===== src/rtl/store_buffer.sv =====
// Store buffer: encodes RISC-V SB/SH/SW stores into byte-lane writes, queues them
// in a DEPTH-entry FIFO and drains the head to data memory under a req/ack handshake.
module store_buffer #(
  parameter int unsigned DEPTH = 4
) (
  input  logic        clk,
  input  logic        rst,
  input  logic        st_valid,
  input  logic [2:0]  st_funct3,
  input  logic [31:0] st_addr,
  input  logic [31:0] st_data,
  output logic        st_stall,
  output logic        st_fault,
  input  logic [31:0] ld_addr,
  output logic        ld_hazard,
  output logic        mem_req,
  output logic [31:0] mem_addr,
  output logic [31:0] mem_wdata,
  output logic [3:0]  mem_be,
  input  logic        mem_ack,
  output logic        sb_empty
);

  localparam int unsigned AW = $clog2(DEPTH);
  localparam int unsigned CW = AW + 1;

  logic [29:0]   addr_q  [DEPTH];
  logic [29:0]   addr_d  [DEPTH];
  logic [31:0]   wdata_q [DEPTH];
  logic [31:0]   wdata_d [DEPTH];
  logic [3:0]    be_q    [DEPTH];
  logic [3:0]    be_d    [DEPTH];
  logic [AW-1:0] wr_ptr_q, wr_ptr_d;
  logic [AW-1:0] rd_ptr_q, rd_ptr_d;
  logic [CW-1:0] count_q, count_d;
  logic          fault_q, fault_d;

  logic [3:0]    enc_be;
  logic [31:0]   enc_wdata;
  logic          enc_legal;
  logic          enc_misalign;
  logic          full, empty, accept, push, pop;
  logic [AW-1:0] offset;

  always_comb begin
    enc_be       = 4'b0000;
    enc_wdata    = 32'h0;
    enc_legal    = 1'b1;
    enc_misalign = 1'b0;
    case (st_funct3)
      3'b000: begin
        enc_be    = 4'b0001 << st_addr[1:0];
        enc_wdata = {4{st_data[7:0]}};
      end
      3'b001: begin
        enc_be       = st_addr[1] ? 4'b1100 : 4'b0011;
        enc_wdata    = {2{st_data[15:0]}};
        enc_misalign = st_addr[0];
      end
      3'b010: begin
        enc_be       = 4'b1111;
        enc_wdata    = st_data;
        enc_misalign = |st_addr[1:0];
      end
      default: enc_legal = 1'b0;
    endcase
  end

  always_comb begin
    full   = (count_q == CW'(DEPTH));
    empty  = (count_q == '0);
    // A stalled store is invisible: it neither enqueues nor faults.
    accept = st_valid && !full;
    push   = accept && enc_legal && !enc_misalign;
    pop    = !empty && mem_ack;

    fault_d  = accept && !(enc_legal && !enc_misalign);
    wr_ptr_d = wr_ptr_q + AW'(push);
    rd_ptr_d = rd_ptr_q + AW'(pop);
    count_d  = count_q + CW'(push) - CW'(pop);

    for (int i = 0; i < int'(DEPTH); i++) begin
      addr_d[i]  = addr_q[i];
      wdata_d[i] = wdata_q[i];
      be_d[i]    = be_q[i];
    end
    if (push) begin
      addr_d[wr_ptr_q]  = st_addr[31:2];
      wdata_d[wr_ptr_q] = enc_wdata;
      be_d[wr_ptr_q]    = enc_be;
    end
  end

  // Entry is live when its distance from the head is below the count.
  always_comb begin
    ld_hazard = 1'b0;
    offset    = '0;
    for (int i = 0; i < int'(DEPTH); i++) begin
      offset = AW'(i) - rd_ptr_q;
      if (({1'b0, offset} < count_q) && (addr_q[i] == ld_addr[31:2])) begin
        ld_hazard = 1'b1;
      end
    end
  end

  always_comb begin
    st_stall  = full;
    st_fault  = fault_q;
    sb_empty  = empty;
    mem_req   = !empty;
    mem_addr  = {addr_q[rd_ptr_q], 2'b00};
    mem_wdata = wdata_q[rd_ptr_q];
    mem_be    = be_q[rd_ptr_q];
  end

  always_ff @(posedge clk) begin
    if (rst) begin
      wr_ptr_q <= '0;
      rd_ptr_q <= '0;
      count_q  <= '0;
      fault_q  <= 1'b0;
    end else begin
      wr_ptr_q <= wr_ptr_d;
      rd_ptr_q <= rd_ptr_d;
      count_q  <= count_d;
      fault_q  <= fault_d;
    end
  end

  always_ff @(posedge clk) begin
    for (int i = 0; i < int'(DEPTH); i++) begin
      addr_q[i]  <= addr_d[i];
      wdata_q[i] <= wdata_d[i];
      be_q[i]    <= be_d[i];
    end
  end

endmodule


===== config.mk =====
export PLATFORM = sky130hd
export DESIGN_NAME = store_buffer
export DESIGN_NICKNAME = d
export VERILOG_FILES = /design/src/rtl/store_buffer.sv
export SDC_FILE = /design/constraint.sdc
export NUM_CORES = 1
export LEC_CHECK = 0
export ABC_AREA = 1
export CAP_MARGIN = 20
export CORE_MARGIN = 3
export CORE_UTILIZATION = 40
export CTS_CLUSTER_DIAMETER = 30
export CTS_CLUSTER_SIZE = 16
export DETAILED_ROUTE_END_ITERATION = 7
export PLACE_DENSITY = 0.71
export SKIP_LAST_GASP = 1
export SYNTH_ARGS = -nofsm -noshare
export SYNTH_HDL_FRONTEND = slang
export SYNTH_SLANG_ARGS = --single-unit

===== constraint.sdc =====
create_clock -name clk -period 7.3 [get_ports clk]
set_input_delay 0.73 -clock clk [delete_from_list [all_inputs] [get_ports clk]]
set_output_delay 0.73 -clock clk [all_outputs]
set_load 0.05 [all_outputs]

==> impl_metrics.toml, run 1 <==
[critical_path]
path_max_fanout = 66
r2r_start = "count_q[1]$_SDFF_PP0_"
reg2regPathDepth = 12
reg2reg_to = "count_q[2]$_SDFF_PP0_"
crit_path_cell_trace = "buf_4 -> nor2_4 -> buf_12 -> a22oi_1 -> nand3_1 -> clkdlybuf4s50_1"
cp.arrival_ps = 3870
worstSetupPathType = "reg -> out"
regToRegSetupSlack_ps = 5010
cp.required_ps = 6570
cpPeakStageDelay_ps = 860
slowest_stage = "nor2_4"
worst_setup_path_end_kind = "primary output"
start_kind = "flip-flop"

[synthesis]
synth_top_area_share_pct = 63.4
ys_ff_latch = 272
synthMuxAreaShare_pct = 0
synth_compound_area_share_pct = 7.90
synth_xor_area_share_pct = 3.50
netlist_area_sq_um = 12500
ys_top_cells_by_area = "edfxtp_1 (63%), nand2_1 (7.4%), nand3_1 (6.2%)"
yosys_warnings = 0
synth_most_common_cell = "edfxtp_1"
netlist_instances = 1152
synth_fa_ha_area_share_pct = 0.960
synthTopCellsByCount = "edfxtp_1 (264), nand2_1 (246), nand3_1 (154)"
async_flop_share_pct = 0
syn_avg_cell_area_sq_um = 10.9
yosysUniqueCellTypes = 39
synth_edf_count = 264
synth_top_family_by_area = "simple AND/OR/NAND/NOR gates"
synth-main-ff-cell = "edfxtp_1"
synth_simple_gate_area_share_pct = 17.0
yosysSeqAreaShare_pct = 64.7
synth_top_cell_by_area = "edfxtp_1"

[route]
wl_per_cell_um = 19.7
viasPerCell = 5.26
post-route-drc-count = 0
drt-initial-drc-count = 914
drt.antenna.violating_nets = 0
num_vias = 9414
wl_um = 35300
first_pass_iters = 5

[clock_network]
clkTransAtPathRegs_ps = 50
clock_path_buffers = 3
holdBufCountCts = 0
cts_tree = "yes"
post_cts_resized = 0
cts_buffers = 54
post_cts_buffers = 0
insertion_delay_ps = 550
root_buffer = "clkbuf_16"
cts_num_sinks = 272
cts_max_level = 2

[cells_and_area]
syn2layout_area_growth_pct = 31.8
final-instance-count-excl-fill = 1790
multi_input_area_sq_um = 3710
postLayoutCellArea_sq_um = 16500
finalNetCount = 1460
drive_gt1_share_pct = 8.84
seq_area_sq_um = 8090
filler_cell_count = 2554

[sta]
report.final.slew_viol_count = 0
finClkSkew_ps = 18.6
finalCriticalPeriod_ps = 4600
worst_pin_slew_ps = 990
rsz0062_at_grt = "false"
hold_viol_final = 0
setup_viol = 0
setup_tns_ps = 0
slew_headroom_pct = 33.9
fin_crit_sh_pct = 63.0
max_freq_ghz = 0.217
fin_hold_ws_ps = 604

[power]
power.total_w = 0.00632
switchingPower_w = 0.00226
power_frac_clock_pct = 39.0
powerDensity_nw_per_um2 = 383
power_frac_comb_pct = 31.9
peakVddDrop_mv = 0.326
switching_share_pct = 35.8
leakage_nw = 6.32
seqPwrFrac_pct = 29.1
p_int_w = 0.00405

[die]
die-area_sq_um = 33400
coreArea_sq_um = 30700
die_x_um = 183
die_y_um = 183
rows = 64
start_util_pct = 40.8
ios = 176

[placed_design]
dp_cells = 1688
placed_area_sq_um = 14600
numPortBuffers = 171
hpwl_um = 22800
gp_congestion = 0.901

[global_route]
grt_pass1_wl_um = 53000
antenna_found_initial = 3
gr-usage-all-layers_pct = 20.5
grt_overflow = 0
grt_pass1_vias = 9377
grt_max_degree = 67

[hold_path]
holdPathEnd = "wr_ptr_q[1]$_SDFF_PP0_"
min_from = "wr_ptr_q[1]$_SDFF_PP0_"
hp-class = "reg -> reg"
worstHoldPathCells = 2

[run_status]
status = "completed"

[job]
cap_violations = 0
==> cells by family after synthesis <==
group	after synthesis
flip-flops	272
AO/OA/AOI/OAI	140
XOR/XNOR	50
adder cells (fa/ha/maj)	9
buffers and inverters	179
other	1
AND/OR/NAND/NOR	501
==> sequential cells by signal, summed over array words and instances, names as in the netlist <==
register,flops
addr_q,120
be_q,16
count_q,3
rd_ptr_q,2
st_fault,1
wdata_q,128
wr_ptr_q,2
==> routing by layer <==
metal	wire [um]	track usage [%]	vias to the layer above
li1	-	-	4437
met1	14100	26.4	4449
met2	17200	34.3	462
met3	3140	4.92	64
met4	816	6.68	2
met5	13	0	-
==> power groups by stage <==
stage | clock network, W | logic [W] | registers (W)
after global routing | 0.00258 | 0.00212 | 0.00185
after detailed placement | 0 | 0.00202 | 0.00187
after floorplan | 0 | 0.00132 | 0.00184
after CTS | 0.00249 | 0.00203 | 0.00184
final | 0.00246 | 0.00202 | 0.00184
after global placement | 0 | 0.00200 | 0.00186
==> per-stage QoR <==
step                utilization (%)  setup slack [ps]
floorplan                         -               930
global placement               47.7              3320
detailed placement             47.7              3300
CTS                            53.7              2710
global route                   53.8              2590
finish                         53.8              2700
==> critical path: cells and delay by family (launching register included) <==
kind	cells	cell delay [ps]
buffers and inverters	3	1580
AO/OA/AOI/OAI	1	100
AND/OR/NAND/NOR	2	1050
flip-flops	1	500
==> layout make-up <==
| class | instances | area share [%] |
|---|---|---|
| sequential | 272 | 49.1 |
| inverter | 134 | 3.07 |
| clock buffer | 58 | 8.29 |
| multi-input combinational | 702 | 22.5 |
| tap | 396 | 3.01 |
| timing repair buffer | 184 | 11.1 |
| antenna | 2 | 0.0304 |
| clock inverter | 42 | 2.96 |
==> placed cells by master, fill, tap and decap left out, types with 2 or more instances in the layout <==
cell type,count
o21ai_0,25
or2_2,3
nor2_1,79
clkinv_2,8
ha_1,8
xor2_1,17
diode_2,2
clkbuf_1,4
nor2_4,2
inv_2,2
edfxtp_1,264
o221ai_1,14
clkdlybuf4s50_1,171
clkinv_1,8
nand3_1,154
clkinvlp_4,7
a31oi_1,2
a22o_1,8
nand2_2,3
conb_1,2
nor2_2,2
bufinv_16,9
a21oi_1,9
nor3_1,3
dfxtp_1,6
nor3_2,5
nand2_1,246
a22oi_1,63
clkinv_4,5
inv_1,131
xnor2_1,33
o211ai_1,15
inv_6,4
clkbuf_16,54
buf_4,12
==> worst max-delay path by stage <==
stage | from | end | slack [ps] | cells after the start
floorplan | st_funct3[2] | addr_q[0][0]$_DFFE_PP_ | 930 | 6
global placement | st_funct3[2] | count_q[2]$_SDFF_PP0_ | 3320 | 13
detailed placement | st_funct3[2] | count_q[2]$_SDFF_PP0_ | 3300 | 13
CTS | rd_ptr_q[1]$_SDFF_PP0_ | mem_be[1] | 2710 | 6
global route | rd_ptr_q[1]$_SDFF_PP0_ | mem_wdata[25] | 2590 | 6
finish | rd_ptr_q[1]$_SDFF_PP0_ | mem_addr[25] | 2700 | 6
No activity file was read; power rests on OpenSTA's default activity.
==> run 2, diff against run 1 <==
==> constraint.sdc (replaced) <==
create_clock -name clk -period 4.5 [get_ports clk]
set_input_delay 0.45 -clock clk [delete_from_list [all_inputs] [get_ports clk]]
set_output_delay 0.45 -clock clk [all_outputs]
set_load 0.05 [all_outputs]
==> run 2 against run 1 <==
Critical path depth is the same. Combinational power increased by 63%. Critical endpoint is now mem_addr[27]. Die area stayed put. Cell area down 0.77%. Highest routed layer unchanged. Wire length down 1.9%. Clock power increased by 51%. Largest power group unchanged.
==> impl_metrics.toml, run 2 (synthesized netlist as in run 1, its figures left out) <==
[sta]
report.final.slew_viol_count = 0
hold_viol_final = 0
finClkSkew_ps = 20.9
rsz0062_at_grt = "false"
fin_crit_sh_pct = 81.7
setup_viol = 0
finalCriticalPeriod_ps = 3680
slew_headroom_pct = 44.5
max_freq_ghz = 0.272
worst_pin_slew_ps = 833

[critical_path]
cpPeakStageDelay_ps = 880
slowest_stage = "clkdlybuf4s50_1"
start_kind = "flip-flop"
reg2reg_to = "count_q[2]$_SDFF_PP0_"
regToRegSetupSlack_ps = 2240
path_max_fanout = 52
worst_setup_path_end_kind = "primary output"
r2r_start = "count_q[1]$_SDFF_PP0_"
cp.arrival_ps = 3230
worstSetupPathType = "reg -> out"
cp.required_ps = 4050
reg2regPathDepth = 12
crit_family = "buffers and inverters"
crit_path_cell_trace = "inv_4 -> nor2_4 -> buf_4 -> a22oi_1 -> o221ai_1 -> clkdlybuf4s50_1"
path_buf_inv = 3

[power]
seqPwrFrac_pct = 29.7
power.total_w = 0.00995
switchingPower_w = 0.00359
powerDensity_nw_per_um2 = 608
p_int_w = 0.00637
peakVddDrop_mv = 0.471
power_frac_clock_pct = 37.3
leakage_nw = 6.27
power_frac_comb_pct = 33.1
switching_share_pct = 36.0

[die]
die_y_um = 183
start_util_pct = 40.8
die-area_sq_um = 33400
rows = 64
coreArea_sq_um = 30700
die_x_um = 183
ios = 176

[hold_path]
hp-class = "in -> reg"
worstHoldPathCells = 1
holdPathEnd = "addr_q[0][23]$_DFFE_PP_"
min_from = "st_addr[25]"

[cells_and_area]
filler_cell_count = 2591
finalNetCount = 1459
regMostFlops = "wdata_q"
largest_reg_flops = 128
layout_common_cells = "edfxtp_1 (264), nand2_1 (246), clkdlybuf4s50_1 (170)"
largestRegisters = "wdata_q: 128 flops, addr_q: 120 flops, be_q: 16 flops"
postLayoutCellArea_sq_um = 16400
drive_gt1_share_pct = 8.66
final_common_cell = "edfxtp_1"
syn2layout_area_growth_pct = 30.8

[clock_network]
cts_max_level = 2
cts_num_sinks = 272
post_cts_resized = 0
clkTransAtPathRegs_ps = 50
cts_tree = "yes"
holdBufCountCts = 0
clock_path_buffers = 3
cts_buffers = 50
root_buffer = "clkbuf_16"
insertion_delay_ps = 550
post_cts_buffers = 0

[route]
drt.antenna.violating_nets = 0
drt-initial-drc-count = 912
viasPerCell = 5.25
wl_um = 34600
post-route-drc-count = 0
first_pass_iters = 5
num_vias = 9372
wl_per_cell_um = 19.4

[global_route]
antenna_found_initial = 4
grt_pass1_wl_um = 52000
grt_pass1_vias = 9399
grt_overflow = 0
grt_max_degree = 76
gr-usage-all-layers_pct = 20.1

[placed_design]
numPortBuffers = 171
gp_congestion = 0.902
placed_area_sq_um = 14700
hpwl_um = 22600

[job]
cap_violations = 0

[run_status]
status = "completed"
[run 2: cell count changes in the layout (fill, tap and decap cells not counted), moves of 2 or more]
cell | previous run | this run
clkbuf_16 | 54 | 50
buf_4 | 12 | 15
clkinv_4 | 5 | 2
clkinv_2 | 8 | 10
clkinvlp_4 | 7 | 5
[run 2: worst max path at each step]
stage | from | to | cells past startpoint
2_1_floorplan | st_funct3[2] | addr_q[0][0]$_DFFE_PP_ | 6
3_3_place_gp | st_funct3[2] | count_q[2]$_SDFF_PP0_ | 14
3_5_place_dp | st_funct3[2] | count_q[2]$_SDFF_PP0_ | 14
4_1_cts | rd_ptr_q[0]$_SDFF_PP0_ | mem_addr[27] | 6
5_1_grt | rd_ptr_q[0]$_SDFF_PP0_ | mem_addr[27] | 6
6_report | rd_ptr_q[0]$_SDFF_PP0_ | mem_addr[27] | 6
[run 2: cell type report]
cell class / instances / area [sq um] / share of cell area [%]
clock buffers: 53 / 1260 / 7.72
flip-flops and latches: 272 / 8090 / 49.5
repair buffers: 187 / 1850 / 11.3
multi-input cells: 702 / 3710 / 22.7
clock inverters: 38 / 432 / 2.64
well taps: 396 / 495 / 3.03
diodes: 2 / 5.00 / 0.0306
inverters: 134 / 505 / 3.09
[run 2: metrics by stage]
stage	setup TNS (ps)	std cells	util (%)	setup WS (ps)	hold slack, ps
finish	0	1784	53.3	822	539
detailed placement	0	1691	47.8	1250	587
floorplan	-419740	1153	-	-1590	517
global route	0	1784	53.3	704	530
CTS	0	1782	53.3	801	521
global placement	0	1691	47.8	1240	573
[run 2: metal layers]
layer,track usage [%],up-vias,wire [um]
li1,-,4423,-
met1,26.1,4445,13900
met2,33.3,434,16600
met3,4.72,64,3090
met4,6.56,6,837
met5,1.43,-,98
[run 2: power groups by stage]
| stage | Clock, W | Combinational (W) | Sequential, W |
|---|---|---|---|
| final | 0.00371 | 0.00329 | 0.00295 |
| after global routing | 0.00389 | 0.00347 | 0.00296 |
| after detailed placement | 0 | 0.00330 | 0.00300 |
| after CTS | 0.00376 | 0.00332 | 0.00295 |
| after floorplan | 0 | 0.00214 | 0.00298 |
| after global placement | 0 | 0.00329 | 0.00299 |
==> run 3, diff against run 2 <==
==> constraint.sdc (replaced) <==
create_clock -name clk -period 3.8 [get_ports clk]
set_input_delay 0.38 -clock clk [delete_from_list [all_inputs] [get_ports clk]]
set_output_delay 0.38 -clock clk [all_outputs]
set_load 0.05 [all_outputs]
==> run 3 against run 2 <==
Via count increased by 2.1%. Clock power increased by 29%. Core utilization increased by 0.33 points.
==> impl_metrics.toml, run 3 (synthesized netlist as in run 1, its figures left out) <==
[route]
wl_per_cell_um = 19.8
top_layer = "met5"
wl_met3_um = 3570
post-route-drc-count = 0
drt-initial-drc-count = 854
first_pass_iters = 6
drt.antenna.violating_nets = 0
routed-wl-met2_um = 16500
wl_um = 35400
num_vias = 9567
viasPerCell = 5.34
m1WireLength_um = 14200

[sta]
rsz0062_at_grt = "false"
setup_tns_ps = 0
finalCriticalPeriod_ps = 3560
finClkSkew_ps = 29.1
report.final.slew_viol_count = 0
setup_viol = 0
slew_headroom_pct = 55.8
max_freq_ghz = 0.281
worst_pin_slew_ps = 660
fin_crit_sh_pct = 93.7
hold_viol_final = 0

[critical_path]
reg2reg_to = "count_q[2]$_SDFF_PP0_"
path_max_fanout = 34
cp.required_ps = 3420
worstSetupPathType = "reg -> out"
start_kind = "flip-flop"
regToRegSetupSlack_ps = 1330
r2r_start = "count_q[1]$_SDFF_PP0_"
cp.arrival_ps = 3180
reg2regPathDepth = 12
worst_setup_path_end_kind = "primary output"

[cells_and_area]
multi_input_area_sq_um = 3740
drive_gt1_share_pct = 12.3
seq_area_sq_um = 8090
largestRegisters = "wdata_q: 128 flops, addr_q: 120 flops, be_q: 16 flops"
finalNetCount = 1466
regMostFlops = "wdata_q"
layout_common_cells = "edfxtp_1 (264), nand2_1 (246), nand3_1 (154)"
final_common_cell = "edfxtp_1"
filler_cell_count = 2540
largest_reg_flops = 128
syn2layout_area_growth_pct = 31.6

[hold_path]
min_from = "st_addr[13]"
holdPathEnd = "addr_q[1][11]$_DFFE_PP_"
hp-class = "in -> reg"
worstHoldPathCells = 1

[die]
die_y_um = 183
rows = 64
coreArea_sq_um = 30700
ios = 176
die_x_um = 183
start_util_pct = 40.8
die-area_sq_um = 33400

[global_route]
antenna_found_initial = 5
gr-usage-all-layers_pct = 20.2
grt_overflow = 0
grt_pass1_wl_um = 52200
grt_max_degree = 57
grt_pass1_vias = 9320

[clock_network]
post_cts_resized = 0
insertion_delay_ps = 560
post_cts_buffers = 0
cts_tree = "yes"
clkTransAtPathRegs_ps = 50
holdBufCountCts = 0
clock_path_buffers = 3
cts_num_sinks = 272
root_buffer = "clkbuf_16"
cts_max_level = 2
cts_buffers = 54

[job]
cap_violations = 0

[power]
powerDensity_nw_per_um2 = 739
leakage_nw = 6.44
power.total_w = 0.0122
peakVddDrop_mv = 0.432

[placed_design]
hpwl_um = 23100
numPortBuffers = 171
gp_congestion = 0.930

[run_status]
status = "completed"
run 3: changes by cell type in the layout (fill, tap and decap cells not counted), sizes merged:
cell / previous run / this run
clkdlybuf4s50: 170 / 122
bufinv: 8 / 10
clkbuf: 53 / 60
inv: 139 / 141
clkinv: 20 / 19
buf: 17 / 68
clkinvlp: 5 / 0
run 3: report_power, final:
part,switching [W],internal [W]
registers,0.000112,0.00342
clock network,0.00152,0.00326
logic,0.00274,0.00111
total,0.00437,0.00779
run 3: metal layers:
metal | up-vias | track usage, %
met3 | 80 | 5.20
met1 | 4546 | 27.3
met5 | - | 0
li1 | 4439 | -
met4 | 8 | 7.32
met2 | 494 | 32.0
run 3: worst max-delay path, cell delays in order, from the launching register on:
cell and delay (ps):
dfxtp_2 620, inv_4 260, nor2_4 570, buf_4 560
a22oi_1 140, o211ai_1 200, buf_4 270
run 3: cell type report:
| class | count | area share, % |
|---|---|---|
| sequential | 272 | 49.2 |
| multi-input combinational | 702 | 22.7 |
| timing repair buffer | 190 | 10.8 |
| clock buffer | 60 | 8.35 |
| inverter | 134 | 3.07 |
| tap | 396 | 3.01 |
| clock inverter | 36 | 2.85 |
| antenna | 2 | 0.0304 |
run 3: worst max-delay path by stage:
stage | cells past startpoint | startpoint | end | slack (ps)
floorplan | 6 | st_funct3[2] | addr_q[0][0]$_DFFE_PP_ | -210
global placement | 14 | st_funct3[1] | count_q[2]$_SDFF_PP0_ | 540
detailed placement | 14 | st_funct3[1] | count_q[2]$_SDFF_PP0_ | 510
CTS | 5 | rd_ptr_q[0]$_SDFF_PP0_ | mem_wdata[10] | 210
global route | 5 | rd_ptr_q[0]$_SDFF_PP0_ | mem_wdata[10] | 70
finish | 6 | rd_ptr_q[0]$_SDFF_PP0_ | mem_addr[12] | 240
run 3: stage by stage:
step                std cells  hold WS, ps  util [%]  worst slack (ps)  instance area, sq um
finish                   1792          463      53.7               239                 16500
global route             1791          463      53.7              74.5                 16500
CTS                      1790          442      53.7               206                 16500
detailed placement       1694          637      47.6               507                 14600
global placement         1694          630      47.6               538                 14600
floorplan                1153          447         -              -213                 12500
